--- src/rtl/axil_arb_pkg.sv ---
// Shared types and constants for the two-requester AXI4-Lite arbiter.
// Latency: n/a (declarations only).
// Backpressure: n/a.
package axil_arb_pkg;

    localparam int NUM_REQ = 2;

    localparam logic [1:0] AXI_RESP_OKAY   = 2'b00;
    localparam logic [1:0] AXI_RESP_SLVERR = 2'b10;

    typedef enum logic [2:0] {
        IDLE,
        WR_ADDR,
        WR_RESP,
        RD_ADDR,
        RD_DATA
    } arb_state_t;

endpackage

--- src/rtl/axil_rr_arbiter.sv ---
// Two-way requester pick, round-robin by default or fixed priority with AXIL_ARB_FIXED_PRIO_EN.
// Latency: combinational.
// Backpressure: none; the caller samples the pick only while idle.
module axil_rr_arbiter
    import axil_arb_pkg::*;
(
    input  logic [NUM_REQ-1:0] req,
    input  logic               last_gnt,
    output logic               gnt_vld,
    output logic               gnt_idx
);

`ifdef AXIL_ARB_FIXED_PRIO_EN
    logic unused_last_gnt;
    assign unused_last_gnt = last_gnt;
`endif

    always_comb begin
        gnt_vld = |req;
        gnt_idx = 1'b0;
        if (req[0] && req[1]) begin
`ifdef AXIL_ARB_FIXED_PRIO_EN
            gnt_idx = 1'b0;
`else
            gnt_idx = ~last_gnt;
`endif
        end else if (req[1]) begin
            gnt_idx = 1'b1;
        end
    end

endmodule

--- src/rtl/axil_arbiter_2to1.sv ---
// Serialises whole AXI4-Lite transactions from two requesters onto one slave (AXIL_ARB_FIXED_PRIO_EN selects fixed priority).
// Latency: one idle arbitration cycle per grant, then channels forwarded combinationally.
// Backpressure: non-granted requester sees all READY/VALID low; granted one sees the slave's handshakes directly.
module axil_arbiter_2to1
    import axil_arb_pkg::*;
#(
    parameter int ADDRESS    = 32,
    parameter int DATA_WIDTH = 32
) (
    input  logic                  ACLK,
    input  logic                  ARESETN,
    input  logic [ADDRESS-1:0]    S0_AWADDR,
    input  logic [ADDRESS-1:0]    S1_AWADDR,
    input  logic [ADDRESS-1:0]    S0_ARADDR,
    input  logic [ADDRESS-1:0]    S1_ARADDR,
    input  logic [DATA_WIDTH-1:0] S0_WDATA,
    input  logic [DATA_WIDTH-1:0] S1_WDATA,
    input  logic [3:0]            S0_WSTRB,
    input  logic [3:0]            S1_WSTRB,
    input  logic                  S0_AWVALID,
    input  logic                  S0_WVALID,
    input  logic                  S0_ARVALID,
    input  logic                  S0_BREADY,
    input  logic                  S0_RREADY,
    input  logic                  S1_AWVALID,
    input  logic                  S1_WVALID,
    input  logic                  S1_ARVALID,
    input  logic                  S1_BREADY,
    input  logic                  S1_RREADY,
    output logic                  S0_AWREADY,
    output logic                  S0_WREADY,
    output logic                  S0_ARREADY,
    output logic                  S0_BVALID,
    output logic                  S0_RVALID,
    output logic                  S1_AWREADY,
    output logic                  S1_WREADY,
    output logic                  S1_ARREADY,
    output logic                  S1_BVALID,
    output logic                  S1_RVALID,
    output logic [1:0]            S0_BRESP,
    output logic [1:0]            S1_BRESP,
    output logic [1:0]            S0_RRESP,
    output logic [1:0]            S1_RRESP,
    output logic [DATA_WIDTH-1:0] S0_RDATA,
    output logic [DATA_WIDTH-1:0] S1_RDATA,
    output logic [ADDRESS-1:0]    M_AWADDR,
    output logic [ADDRESS-1:0]    M_ARADDR,
    output logic [DATA_WIDTH-1:0] M_WDATA,
    output logic [3:0]            M_WSTRB,
    output logic                  M_AWVALID,
    output logic                  M_WVALID,
    output logic                  M_ARVALID,
    output logic                  M_BREADY,
    output logic                  M_RREADY,
    input  logic                  M_AWREADY,
    input  logic                  M_WREADY,
    input  logic                  M_ARREADY,
    input  logic                  M_BVALID,
    input  logic                  M_RVALID,
    input  logic [1:0]            M_BRESP,
    input  logic [1:0]            M_RRESP,
    input  logic [DATA_WIDTH-1:0] M_RDATA,
    output logic                  ARB_GRANT,
    output logic                  ARB_BUSY
);

    arb_state_t state_q, state_d;
    logic       gnt_q, gnt_d;
    logic       last_gnt_q, last_gnt_d;
    logic       aw_done_q, aw_done_d;
    logic       w_done_q, w_done_d;

    logic [NUM_REQ-1:0] req;
    logic               pick_vld, pick_idx;

    assign req = {S1_AWVALID | S1_ARVALID, S0_AWVALID | S0_ARVALID};

    axil_rr_arbiter u_pick (
        .req      (req),
        .last_gnt (last_gnt_q),
        .gnt_vld  (pick_vld),
        .gnt_idx  (pick_idx)
    );

    // Requester-side signals of the current grant
    logic [ADDRESS-1:0]    sel_awaddr, sel_araddr;
    logic [DATA_WIDTH-1:0] sel_wdata;
    logic [3:0]            sel_wstrb;
    logic                  sel_awvalid, sel_wvalid, sel_arvalid, sel_bready, sel_rready;

    assign sel_awaddr  = gnt_q ? S1_AWADDR  : S0_AWADDR;
    assign sel_araddr  = gnt_q ? S1_ARADDR  : S0_ARADDR;
    assign sel_wdata   = gnt_q ? S1_WDATA   : S0_WDATA;
    assign sel_wstrb   = gnt_q ? S1_WSTRB   : S0_WSTRB;
    assign sel_awvalid = gnt_q ? S1_AWVALID : S0_AWVALID;
    assign sel_wvalid  = gnt_q ? S1_WVALID  : S0_WVALID;
    assign sel_arvalid = gnt_q ? S1_ARVALID : S0_ARVALID;
    assign sel_bready  = gnt_q ? S1_BREADY  : S0_BREADY;
    assign sel_rready  = gnt_q ? S1_RREADY  : S0_RREADY;

    logic                  fwd_awready, fwd_wready, fwd_arready, fwd_bvalid, fwd_rvalid;
    logic [1:0]            fwd_bresp, fwd_rresp;
    logic [DATA_WIDTH-1:0] fwd_rdata;

    always_comb begin
        M_AWADDR    = '0;
        M_ARADDR    = '0;
        M_WDATA     = '0;
        M_WSTRB     = '0;
        M_AWVALID   = 1'b0;
        M_WVALID    = 1'b0;
        M_ARVALID   = 1'b0;
        M_BREADY    = 1'b0;
        M_RREADY    = 1'b0;
        fwd_awready = 1'b0;
        fwd_wready  = 1'b0;
        fwd_arready = 1'b0;
        fwd_bvalid  = 1'b0;
        fwd_rvalid  = 1'b0;
        fwd_bresp   = AXI_RESP_OKAY;
        fwd_rresp   = AXI_RESP_OKAY;
        fwd_rdata   = '0;
        case (state_q)
            WR_ADDR: begin
                // Completed channels are masked so a lingering VALID cannot handshake twice
                M_AWADDR    = sel_awaddr;
                M_AWVALID   = sel_awvalid & ~aw_done_q;
                M_WDATA     = sel_wdata;
                M_WSTRB     = sel_wstrb;
                M_WVALID    = sel_wvalid & ~w_done_q;
                fwd_awready = M_AWREADY & ~aw_done_q;
                fwd_wready  = M_WREADY & ~w_done_q;
            end
            WR_RESP: begin
                M_BREADY   = sel_bready;
                fwd_bvalid = M_BVALID;
                fwd_bresp  = M_BRESP;
            end
            RD_ADDR: begin
                M_ARADDR    = sel_araddr;
                M_ARVALID   = sel_arvalid;
                fwd_arready = M_ARREADY;
            end
            RD_DATA: begin
                M_RREADY   = sel_rready;
                fwd_rvalid = M_RVALID;
                fwd_rresp  = M_RRESP;
                fwd_rdata  = M_RDATA;
            end
            default: ;
        endcase
    end

    assign S0_AWREADY = ~gnt_q & fwd_awready;
    assign S0_WREADY  = ~gnt_q & fwd_wready;
    assign S0_ARREADY = ~gnt_q & fwd_arready;
    assign S0_BVALID  = ~gnt_q & fwd_bvalid;
    assign S0_RVALID  = ~gnt_q & fwd_rvalid;
    assign S0_BRESP   = gnt_q ? AXI_RESP_OKAY : fwd_bresp;
    assign S0_RRESP   = gnt_q ? AXI_RESP_OKAY : fwd_rresp;
    assign S0_RDATA   = gnt_q ? '0 : fwd_rdata;

    assign S1_AWREADY = gnt_q & fwd_awready;
    assign S1_WREADY  = gnt_q & fwd_wready;
    assign S1_ARREADY = gnt_q & fwd_arready;
    assign S1_BVALID  = gnt_q & fwd_bvalid;
    assign S1_RVALID  = gnt_q & fwd_rvalid;
    assign S1_BRESP   = gnt_q ? fwd_bresp : AXI_RESP_OKAY;
    assign S1_RRESP   = gnt_q ? fwd_rresp : AXI_RESP_OKAY;
    assign S1_RDATA   = gnt_q ? fwd_rdata : '0;

    always_comb begin
        state_d    = state_q;
        gnt_d      = gnt_q;
        last_gnt_d = last_gnt_q;
        aw_done_d  = aw_done_q;
        w_done_d   = w_done_q;
        case (state_q)
            IDLE: begin
                if (pick_vld) begin
                    gnt_d      = pick_idx;
                    last_gnt_d = pick_idx;
                    // Write wins over read within the same requester
                    state_d    = (pick_idx ? S1_AWVALID : S0_AWVALID) ? WR_ADDR : RD_ADDR;
                end
            end
            WR_ADDR: begin
                aw_done_d = aw_done_q | (M_AWVALID & M_AWREADY);
                w_done_d  = w_done_q | (M_WVALID & M_WREADY);
                if (aw_done_d && w_done_d) begin
                    state_d   = WR_RESP;
                    aw_done_d = 1'b0;
                    w_done_d  = 1'b0;
                end
            end
            WR_RESP: if (M_BVALID && M_BREADY) state_d = IDLE;
            RD_ADDR: if (M_ARVALID && M_ARREADY) state_d = RD_DATA;
            RD_DATA: if (M_RVALID && M_RREADY) state_d = IDLE;
            default: state_d = IDLE;
        endcase
    end

    always_ff @(posedge ACLK or negedge ARESETN) begin
        if (!ARESETN) begin
            state_q    <= IDLE;
            gnt_q      <= 1'b0;
            last_gnt_q <= 1'b1;
            aw_done_q  <= 1'b0;
            w_done_q   <= 1'b0;
        end else begin
            state_q    <= state_d;
            gnt_q      <= gnt_d;
            last_gnt_q <= last_gnt_d;
            aw_done_q  <= aw_done_d;
            w_done_q   <= w_done_d;
        end
    end

    assign ARB_GRANT = gnt_q;
    assign ARB_BUSY  = (state_q != IDLE);

endmodule

--- config.mk ---
export PLATFORM = sky130hd
export DESIGN_NAME = axil_arbiter_2to1
export DESIGN_NICKNAME = d
export VERILOG_FILES = /design/src/rtl/axil_arb_pkg.sv /design/src/rtl/axil_rr_arbiter.sv /design/src/rtl/axil_arbiter_2to1.sv
export SDC_FILE = /design/constraint.sdc
export NUM_CORES = 1
export LEC_CHECK = 0
export CORE_AREA = 2 2 174 176
export DETAILED_ROUTE_END_ITERATION = 16
export DIE_AREA = 0 0 176 178
export DONT_BUFFER_PORTS = 1
export SLEW_MARGIN = 20
export SYNTH_ARGS = -nofsm -noshare
export SYNTH_HDL_FRONTEND = slang
export SYNTH_HIERARCHICAL = 1
export SYNTH_SLANG_ARGS = --single-unit
export TNS_END_PERCENT = 1
--- constraint.sdc ---
create_clock -name ACLK -period 3.9 [get_ports ACLK]
set_input_delay 0.975 -clock ACLK [delete_from_list [all_inputs] [get_ports ACLK]]
set_output_delay 0.975 -clock ACLK [all_outputs]
set_load 0.02 [all_outputs]
==> impl_metrics.yaml <==
status:
  status: "finished, final reports clean"
yosys:
  synth_top_area_cell: "mux2i_1"
  synth_nets: 633
  yosys_warnings: 6
  ys_ff_latch: 7
  yosysTopAreaCellShare: 0.386
  synth_cell_types: 30
  avgSynthCellArea_um2: 7.02
  syn-cell-area_um2: 2670
  ys_seq_area_frac: 0.0661
  ys_top_cells_by_area: "mux2i_1 39%, nor2_1 16%, and2_2 9.8%"
  syn-instance-count: 380
worst_setup_path:
  cp_slowest_cell: "or3_2"
  max_stage_delay_ps: 840
  crit_family: "simple AND/OR/NAND/NOR gates"
  cp_cell_sequence: "inv_2 -> or3_2 -> buf_4 -> nor2_1"
  r2r_slack_ps: 1700
  crit_path_end: "M_WDATA[2]"
  crit_cells: 4
  arrival_ps: 2350
  start_kind: "register"
  r2r_start: "ARB_GRANT"
  critPathBufInv: 2
  endpoint_kind: "output port"
  critPathRequiredTime_ps: 2920
  cp-startpoint: "state_q[0]"
  path_max_fanout: 37
  path_class: "reg -> out"
  r2r_end: "state_q[1]"
  worstRegToRegCells: 5
finish:
  syn2layout_area_growth_pct: 17.3
  stdcell_area_um2: 3130
  fill_cells: 3408
  fin_nets: 612
  drive_above_1_share: 0.173
cts:
  cts.htree.levels: 1
  cts-hold-fix-buffers: 0
  cts_tree: "built"
  clkLatencyLatePin_ps: 230
  cts_setup_buffers: 0
  clock_sinks: 7
  clockRootBuffer: "clkbuf_16"
  postCtsResizedCells: 0
  clockBufferDepth: 2
  cts_buffers: 3
  clk_pin_slew_ps: 40
timing:
  report.final.slew_viol_count: 0
  final.setup.worst_slack_ps: 571
  skew_ps: 1.08
  setup_viol: 0
  min_period_ps: 3330
  rsz0062_at_grt: "false"
  setup-tns-final_ps: 0
  hold_viol: 0
  timing.hold.ws_ps: 435
  fmax_ghz: 0.300
  max_slew_margin: 0.465
  finalCritPeriodShare: 0.854
  worst_pin_slew_ps: 803
floorplanning:
  die_width_um: 176
  rows: 63
  die_area_um2: 31300
  pin_count: 442
  die_h_um: 178
  initial_core_util: 0.0908
  coreArea_um2: 29400
hold_path:
  hold_path_class: "in -> async"
detailed_routing:
  wire_per_inst_um: 22.9
  vias: 2787
  drc: 0
  drt-initial-drc-count: 85
  antenna_left: 0
  firstDrtPassIters: 4
  wirelength_mm: 17.2
  viasPerCell: 3.72
global_route:
  grt_antenna_before_repair: 5
  grt_pass1_wl_mm: 19.8
  grt_max_degree: 52
  grt_usage: 0.0950
  grt_pass1_vias: 2298
  grt_overflow: 0
placement:
  place_ws_ps: 824
  placed_area_um2: 3050
  gp_congestion: 0.839
  io_buffers: 0
  place_hpwl_mm: 15.5
power:
  power_density_nw_per_um2: 760
  ir_drop_uv: 411
  p_leak_nw: 1.34
flow_run:
  drv_cap: 0
-- layer usage --
metal	share of wire	GRT usage	up-vias	wire length [µm]
met2	0.48	0.172	284	8190
met3	0.11	0.0226	19	1840
li1	-	-	1214	-
met5	0.0010	0	-	18
met4	0.015	0.0189	4	263
met1	0.40	0.114	1266	6850
-- registers in the layout (all words and copies together), names as in the netlist --
name and cells:
ARB_GRANT 1, aw_done_q 1, last_gnt_q 1, state_q 3, w_done_q 1
-- cell families after synthesis --
group           after synthesis  synth area share
flops                         7            0.0661
mux                         108             0.407
simple gates                216             0.416
compound gates               14            0.0338
buf+inv                      35            0.0764
-- stage by stage --
step / total power [mW] / utilization / cells
after floorplan: 1.96 / - / 380
after global placement: 2.18 / 0.104 / 744
after detailed placement: 2.21 / 0.104 / 744
after CTS: 2.40 / 0.106 / 748
after global routing: 2.53 / 0.107 / 750
final: 2.38 / 0.107 / 750
-- layout by cell type, fill, tap and decap left out, types with 2 or more instances in the layout --
| cell type | n |
|---|---|
| o22a_1 | 2 |
| nand2_1 | 7 |
| mux2_2 | 5 |
| nor4b_2 | 2 |
| o21ai_0 | 3 |
| or2_2 | 2 |
| dfrtp_1 | 5 |
| and3_1 | 7 |
| and3_2 | 2 |
| and2_1 | 41 |
| and2_2 | 35 |
| mux2i_1 | 103 |
| a21oi_1 | 5 |
| diode_2 | 2 |
| nand3_1 | 3 |
| buf_4 | 5 |
| buf_12 | 2 |
| nor2_1 | 112 |
| clkbuf_16 | 3 |
-- Yosys cell counts, drive strengths merged --
cell type	n
nor3	1
a21boi	1
nand3	4
nor2	112
nor2b	1
nor4b	2
and3	9
clkbuf	12
or2	3
dfstp	1
dfrtp	6
o21ba	1
or3	1
mux2	5
and2	76
nand2	7
a21oi	5
o2bb2ai	1
buf	21
o22a	2
o22ai	1
o21ai	3
inv	2
mux2i	103
-- power by group --
group	internal [mW]	switching, mW	leakage [nW]
clock	0.136	0.0420	0.0382
combinational	0.593	1.40	1.22
sequential	0.115	0.0943	0.0839
total	0.844	1.54	1.34
-- area by class of cell --
class	count	area [µm²]	area share
Multi-Input combinational cell	338	2290	0.733
Timing Repair Buffer	7	77.6	0.0248
Clock buffer	4	78.8	0.0252
Antenna cell	2	5.00	0.00160
Tap cell	390	488	0.156
Sequential cell	7	180	0.0575
Inverter	2	7.51	0.00240
-- how the worst min path moves through the flow --
stage | from | end | slack [ps] | depth (start not counted)
2_1_floorplan | state_q[2] | state_q[1] | 520 | 1
3_3_place_gp | state_q[2] | state_q[1] | 550 | 1
3_5_place_dp | aw_done_q | aw_done_q | 580 | 1
4_1_cts | ARESETN | state_q[0] | 440 | 0
5_1_grt | ARESETN | ARB_GRANT | 430 | 0
6_report | ARESETN | state_q[0] | 440 | 0
Power figures use the tool's default switching activity.
